--- config.mk ---
export PLATFORM = sky130hd
export DESIGN_NAME = axi_dw_allocator
export DESIGN_NICKNAME = d
export VERILOG_FILES = /design/src/rtl/axi_dw_allocator.sv
export SDC_FILE = /design/constraint.sdc
export NUM_CORES = 1
export LEC_CHECK = 0
export CORE_AREA = 2 2 255 257
export CTS_CLUSTER_SIZE = 24
export DETAILED_ROUTE_END_ITERATION = 10
export DIE_AREA = 0 0 257 259
export PLACE_DENSITY = 0.42
export SYNTH_ARGS = -nofsm -noshare
export SYNTH_HDL_FRONTEND = slang
export SYNTH_SLANG_ARGS = --single-unit
--- constraint.sdc ---
create_clock -name clk -period 4.6 [get_ports clk]
set_clock_uncertainty 0.15 [all_clocks]
set_input_delay 1.15 -clock clk [delete_from_list [all_inputs] [get_ports clk]]
set_output_delay 1.15 -clock clk [all_outputs]
set_load 0.005 [all_outputs]
--- src/rtl/axi_dw_allocator.sv ---
// W-channel allocator for one master port: queues AW-granted port IDs in a small FIFO and
// forwards W beats from the port at the FIFO head until that burst's wlast is accepted.
module axi_dw_allocator #(
   parameter int AXI_DATA_W  = 64,
   parameter int AXI_USER_W  = 6,
   parameter int N_TARG_PORT = 7,
   parameter int LOG_N_TARG  = $clog2(N_TARG_PORT),
   parameter int FIFO_DEPTH  = 4,
   parameter int ID_W        = LOG_N_TARG + N_TARG_PORT
) (
   input  logic                                 clk,
   input  logic                                 rst,
   input  logic                                 push_ID_i,
   input  logic [ID_W-1:0]                      ID_i,
   output logic                                 grant_FIFO_ID_o,
   input  logic [N_TARG_PORT*AXI_DATA_W-1:0]    wdata_i,
   input  logic [N_TARG_PORT*AXI_DATA_W/8-1:0]  wstrb_i,
   input  logic [N_TARG_PORT-1:0]               wlast_i,
   input  logic [N_TARG_PORT*AXI_USER_W-1:0]    wuser_i,
   input  logic [N_TARG_PORT-1:0]               wvalid_i,
   output logic [N_TARG_PORT-1:0]               wready_o,
   output logic [AXI_DATA_W-1:0]                wdata_o,
   output logic [AXI_DATA_W/8-1:0]              wstrb_o,
   output logic                                 wlast_o,
   output logic [AXI_USER_W-1:0]                wuser_o,
   output logic                                 wvalid_o,
   input  logic                                 wready_i
);

   localparam int PTR_W  = (FIFO_DEPTH > 1) ? $clog2(FIFO_DEPTH) : 1;
   localparam int CNT_W  = $clog2(FIFO_DEPTH + 1);
   localparam int STRB_W = AXI_DATA_W / 8;

   typedef enum logic {IDLE, ACTIVE} state_t;

   logic [ID_W-1:0]        id_mem [FIFO_DEPTH];
   logic [PTR_W-1:0]       wr_ptr_q, rd_ptr_q;
   logic [CNT_W-1:0]       count_q, count_d;
   logic [7:0]             beat_cnt_q;
   state_t                 state_q, state_d;

   logic                   empty, push, pop, handshake;
   logic [ID_W-1:0]        head;
   logic [LOG_N_TARG-1:0]  head_bin;
   logic [N_TARG_PORT-1:0] head_oh;

   function automatic logic [PTR_W-1:0] ptr_inc(input logic [PTR_W-1:0] p);
      return (p == PTR_W'(FIFO_DEPTH - 1)) ? '0 : p + 1'b1;
   endfunction

   assign grant_FIFO_ID_o = (count_q != CNT_W'(FIFO_DEPTH));
   assign push            = push_ID_i & grant_FIFO_ID_o;
   assign empty           = (count_q == '0);
   assign head            = id_mem[rd_ptr_q];
   assign head_bin        = head[ID_W-1:N_TARG_PORT];
   assign head_oh         = head[N_TARG_PORT-1:0];

   // The mux selects by the binary half; the one-hot half only gates the per-port ready.
   always_comb begin
      // NOTE: every output gets a default first so no path through the block can infer a latch.
      wvalid_o = 1'b0;
      wdata_o  = '0;
      wstrb_o  = '0;
      wlast_o  = 1'b0;
      wuser_o  = '0;
      if (!empty) begin
         for (int i = 0; i < N_TARG_PORT; i++) begin
            if (head_bin == LOG_N_TARG'(i)) begin
               wvalid_o = wvalid_i[i];
               wdata_o  = wdata_i[i*AXI_DATA_W +: AXI_DATA_W];
               wstrb_o  = wstrb_i[i*STRB_W +: STRB_W];
               wlast_o  = wlast_i[i];
               wuser_o  = wuser_i[i*AXI_USER_W +: AXI_USER_W];
            end
         end
      end
   end

   assign wready_o  = head_oh & {N_TARG_PORT{~empty & wready_i}};
   assign handshake = wvalid_o & wready_i;
   assign pop       = handshake & wlast_o;

   always_comb begin
      count_d = count_q;
      case ({push, pop})
         2'b10:   count_d = count_q + CNT_W'(1);
         2'b01:   count_d = count_q - CNT_W'(1);
         default: count_d = count_q;
      endcase
   end

   always_comb begin
      state_d = state_q;
      case (state_q)
         IDLE:    if (count_d != '0) state_d = ACTIVE;
         ACTIVE:  if (pop && count_d == '0) state_d = IDLE;
         default: state_d = IDLE;
      endcase
   end

   always_ff @(posedge clk or posedge rst) begin
      if (rst) begin
         wr_ptr_q   <= '0;
         rd_ptr_q   <= '0;
         count_q    <= '0;
         beat_cnt_q <= '0;
         state_q    <= IDLE;
      end else begin
         // NOTE: state registers use non-blocking assignments so every flop samples pre-edge values.
         if (push) wr_ptr_q <= ptr_inc(wr_ptr_q);
         if (pop)  rd_ptr_q <= ptr_inc(rd_ptr_q);
         count_q <= count_d;
         state_q <= state_d;
         if (pop)            beat_cnt_q <= '0;
         else if (handshake) beat_cnt_q <= beat_cnt_q + 8'd1;
      end
   end

   // NOTE: ID storage is not reset; the reset pointers and count make stale entries unreachable.
   always_ff @(posedge clk) begin
      if (push) id_mem[wr_ptr_q] <= ID_i;
   end

   always_ff @(posedge clk) begin
      if (!rst) begin
         if (push)
            assert (ID_i[N_TARG_PORT-1:0] == (N_TARG_PORT'(1) << ID_i[ID_W-1:N_TARG_PORT]))
            else $error("pushed ID one-hot/binary mismatch: %h", ID_i);
         if (handshake && !pop)
            assert (beat_cnt_q != 8'hFF) else $error("beat_cnt overflow");
         assert (count_q <= CNT_W'(FIFO_DEPTH)) else $error("count out of range");
         assert ((state_q == ACTIVE) == !empty) else $error("burst state disagrees with FIFO count");
      end
   end

endmodule

Word-level counts from Yosys, hierarchy flattened
Memory sizes are Yosys's and may differ from the RTL's.
Cells that the tools add are included.
- flip-flop bits (word level): 7
- bits in writable memories: 40
- bits of input ports: 574
- output and inout port bits: 88
- logic and storage cells: 73
- memories kept: 1
- memories (memory ; depth ; bits a word ; rd ports ; clocked after Yosys merged registers in ; wr ports ; RTL line ; source):
    id_mem ; 4 ; 10 ; 1 ; 0 ; 1 ; 36 ; logic [ID_W-1:0] id_mem [FIFO_DEPTH];
- $add $sub $neg: 4
- eq/ne operators: 11
- muxes and demuxes: 45
- bitwise gates (word level): 6
- reductions and logical operators: 3
- operators by type and width (kind ; count):
    64-bit two-way mux ; 8
    8-bit two-way mux ; 8
    6-bit two-way mux ; 8
    1-bit two-way mux ; 18
    3-bit == test (second input constant) ; 3
    7-bit bitwise AND ; 1
    2-bit == test (second input constant) ; 3
    3-bit by 2-bit == test with 1-bit output (second input constant) ; 2
    3-bit logical NOT ; 2
    3-bit one-hot mux with 2 select lines ; 1
    2-bit by 1-bit adder with 2-bit output (second input constant) ; 2
    1-bit bitwise AND ; 4
    2-bit two-way mux ; 2
    3-bit by 1-bit adder with 3-bit output (second input constant) ; 1
    3-bit by 1-bit == test with 1-bit output (second input constant) ; 1
    3-bit != test (second input constant) ; 1
    3-bit by 1-bit subtractor with 3-bit output (second input constant) ; 1
    2-bit by 1-bit == test with 1-bit output (second input constant) ; 1
    2-bit nonzero test ; 1
    1-bit NOT ; 1

Longest topological paths before layout
An unclocked memory read counts as a cell.
- word-level depth: 14
- gate-level depth with buffers: 14
- gate-level depth less buffers: 11

Least setup slack after synthesis
No wires, ideal clock.
- path kind: reg2out
- start point: reg rd_ptr_q[0]
- end point: out wstrb_o[3]
- data arrival time: 2.187 ns
- required time: 3.300 ns
- path slack: 1.113 ns
- cell stages (with the launch flop): 9
- buffers on the path: 4
- cells stage by stage: dfrtp_1 -> buf_2 -> mux4_2 -> buf_2 -> buf_4 -> buf_4 -> mux4_2 -> nor2_1 -> a211oi_1
- cells in the longest elaborated chain, start to end: 10
- elaborated cells between the ends (all ways): 16
- those cells by class: eq/ne (6); mux (8); reduce/logical (1); memory (1)
- RTL lines (what ; RTL line ; source):
    start: declaration ; 37 ; logic [PTR_W-1:0] wr_ptr_q, rd_ptr_q;
    start signal: assignment ; 111 ; if (pop) rd_ptr_q <= ptr_inc(rd_ptr_q);
    memory 4 x 10 bit * ; n/a ;
    3-bit logical NOT ; 68 ; if (head_bin == LOG_N_TARG'(i)) begin
    8-bit two-way mux (6 in a row) ; 68 ;
    8-bit two-way mux * ; 68 ;
    8-bit two-way mux * ; 66 ; if (!empty) begin
    end: declaration ; 23 ; output logic [AXI_DATA_W/8-1:0] wstrb_o,
Every way passes the cells marked *; elsewhere a longest branch is shown, timed or not.

Final worst setup path
- start point: reg rd_ptr_q[0]
- end point: out wdata_o[10]
- cells in the longest elaborated chain, start to end: 10
- elaborated cells between the ends (all ways): 16
- those cells by class: eq/ne (6); mux (8); reduce/logical (1); memory (1)
- RTL lines (what ; RTL line ; source):
    memory 4 x 10 bit * ; n/a ;
    3-bit logical NOT ; 68 ;
    64-bit two-way mux (6 in a row) ; 68 ;
    64-bit two-way mux * ; 68 ;
    64-bit two-way mux * ; 66 ;
    end: declaration ; 22 ; output logic [AXI_DATA_W-1:0] wdata_o,
Marked as above.

==> qor.txt <==
largest net degree at the start of global routing -> 69
clock tree buffer depth -> 2
detailed placement HPWL -> 38.9 mm
unique cell type count in the Yosys netlist -> 37
cell area after synthesis -> 6550 µm²
Setup crit start -> rd_ptr_q[0]
IO buf count -> 661
initial core utilization -> 0.103
Lkg Pwr -> 0.00505 µW
Worst-Skew Late Latency -> 0.28 ns
final setup fails -> 0
antenna violations before repair -> 14
CTS buffer count -> 5
final hold vios -> 0
Critical Path RT -> 3.30 ns
Vias -> 8844
DR WL/cell -> 21.1 µm
total track usage -> 0.134
CP Cell Sequence -> mux4_4 > buf_12 > buf_4 > mux4_2 > nor2_1 > a211oi_1 > clkdlybuf4s50_1
Clk Tree Root Cell -> clkbuf_16
Top Metal Used -> met5
number of hold buffers added after cts -> 0
gpl congestion -> 0.866
reg2reg end -> count_q[2]
starting DRC count in detailed routing -> 620
Synth Flop Type -> edfxtp_1
DRT Wirelength -> 47.3 mm
Clk pin slew, worst setup/hold paths -> 0.06 ns
Pins Over Slew Limit -> 0
ys async rst share -> 0.149
Synth area leader -> mux4_2
number of H-tree levels -> 2
crit-path max FO -> 29
cells after synthesis -> 757
Die H -> 259 µm
most common cell in the netlist -> nor2_1
Rel. slew slack -> 0.327
die footprint -> 66600 µm²
Worst Tran Pin Value -> 1.01 ns
top cells by count, synth -> 212 x nor2_1, 84 x mux4_2, 78 x a21oi_1
worst hold path type -> register to register
Seq cells post-synth -> 47
DRC Markers -> 0
syn avg cell area -> 8.66 µm²
ranking of synthesized cells by area -> mux4_2 29%, edfxtp_1 18%, nor2_1 12%
critical path class -> register to output port
DR WL met3 -> 3.71 mm
Final ANT Viol Nets -> 0
met2 wire length -> 23.6 mm
M1 WL -> 19.4 mm
Reg2Reg Depth -> 12
Multi-input gate area -> 4830 µm²
cell family with most CP delay -> multiplexers
EDFF count, synth -> 40
Filler Cell Count -> 6949
sequential cell area -> 1380 µm²
Die X -> 257 µm
worst reg2reg path startpoint -> rd_ptr_q[0]
Final period util -> 0.975
worst reg2reg setup slack -> 0.61 ns
Worst path max stage delay -> 0.72 ns
Core Util, Final -> 0.227
P per Cell Area -> 591 nW/µm²
top-area cell type share of the netlist area -> 0.289
core area -> 63900 µm²
Syn. warnings -> 0
Syn Nets -> 1338
crit path time final -> 4.49 ns
WP depth -> 7
CTS sink cnt -> 47
io pins -> 662
maxcap violations -> 0
startpoint type of the worst setup path -> register
Critical Path End Type -> output port
Vias/cell -> 3.94
setup ws final -> 0.114 ns
first-pass GRT wire length -> 66.2 mm
final net count -> 1963
clock tree from TritonCTS -> yes
Pwr Total -> 8570 µW
maximum vdd ir drop -> 0.273 mV
share of cells above drive strength 1 -> 0.102
outcome -> finished clean
number of global-route vias before repair -> 9378
critical path data arrival time -> 3.19 ns
CP endpoint -> wdata_o[10]
sequential share of the synthesized area -> 0.210
area grow syn2layout -> 121%
unrepaired setup endpoints after global routing -> true
pre-CTS WS -> 0.184 ns
cell row count -> 93
Max Clk Rate -> 223 MHz
Slowest cell on crit path -> mux4_4
total grt overflow -> 0
WP buf/inv -> 3
number of detailed-route iterations in the first pass -> 4
## worst min-delay path by stage
stage / cells after the start / end / start
final: 1 / count_q[0] / count_q[0]
after global routing: 1 / count_q[2] / count_q[2]
after CTS: 1 / count_q[0] / count_q[0]
after detailed placement: 1 / count_q[0] / count_q[0]
after global placement: 1 / count_q[0] / count_q[0]
after floorplan: 1 / count_q[2] / count_q[2]
## through the flow
step | instance area (µm²) | hold slack (ns) | TNS, ns | instances
floorplan | 6550 | 0.327 | 0 | 757
detailed placement | 14300 | 0.383 | 0 | 2227
CTS | 14500 | 0.392 | 0 | 2235
global placement | 14300 | 0.364 | 0 | 2227
finish | 14500 | 0.390 | 0 | 2244
global route | 14500 | 0.417 | -0.00157 | 2242
## flip-flops by register name, summed over array words and instances (netlist names)
register and flops:
rd_ptr_q 2, wr_ptr_q 2, id_mem 40, count_q 3
## worst register-to-register path: cells and delay by family (launching register included)
family / cells / cell delay (ns)
muxes: 2 / 1.08
adders and majority gates: 2 / 0.63
and+or+nand+nor: 2 / 0.55
AOI/OAI and AO/OA: 2 / 0.49
DFF: 1 / 0.43
xor gates and xnor gates: 2 / 0.30
buffers and inverters: 2 / 0.28
## logic make-up (layout without fill, tap and decap cells)
| family | count (synthesis) | in the layout | synth area share |
|---|---|---|---|
| simple gates | 259 | 259 | 0.160 |
| compound gates | 237 | 237 | 0.216 |
| mux | 116 | 116 | 0.338 |
| buf+inv | 88 | 714 | 0.0571 |
| flops | 47 | 47 | 0.210 |
| fa+ha+maj | 7 | 7 | 0.0145 |
| xor+xnor | 3 | 3 | 0.00401 |
| other cells | 0 | 6 | 0 |
## power by group
group          internal, µW  switching [µW]  total [µW]
clock                   201             139         340
sequential              578            66.7         644
combinational          3930            3660        7580
## cells in the final DEF, fill, tap and decap left out, types with 3 or more instances in the layout
cell type	n
clkdlybuf4s50_1	660
nor2_1	212
mux4_2	81
a21oi_1	78
o21ai_0	73
a211oi_1	73
edfxtp_1	40
buf_4	28
mux2i_1	27
nand2_1	22
and3_1	11
buf_12	11
diode_2	6
inv_1	6
ha_1	6
nor2b_1	5
o211ai_1	5
clkbuf_16	5
dfrtp_1	5
mux4_4	3
mux2_2	3
## cell type report
cell class	count	area share
Multi-Input combinational cell	622	0.333
Clock inverter	1	0.000345
Clock buffer	7	0.00914
Tap cell	855	0.0737
Inverter	6	0.00155
Sequential cell	47	0.0950
Antenna cell	6	0.00103
Timing Repair Buffer	700	0.486
## timing repair
| action | CTS | global route |
|---|---|---|
| buffers inserted | 0 | 3 |
| pin swaps | 0 | 1 |
| endpoints found under the hold margin | 0 | 0 |
| endpoints found under the setup margin | 1 | 35 |
| gates resized for setup | 1 | 4 |
## routing by layer
layer  up-vias  track usage
met5         -            0
met4        10       0.0263
met3        34       0.0363
met2       432        0.235
met1      4240        0.164
li1       4128            -
Power figures use the tool's default switching activity.
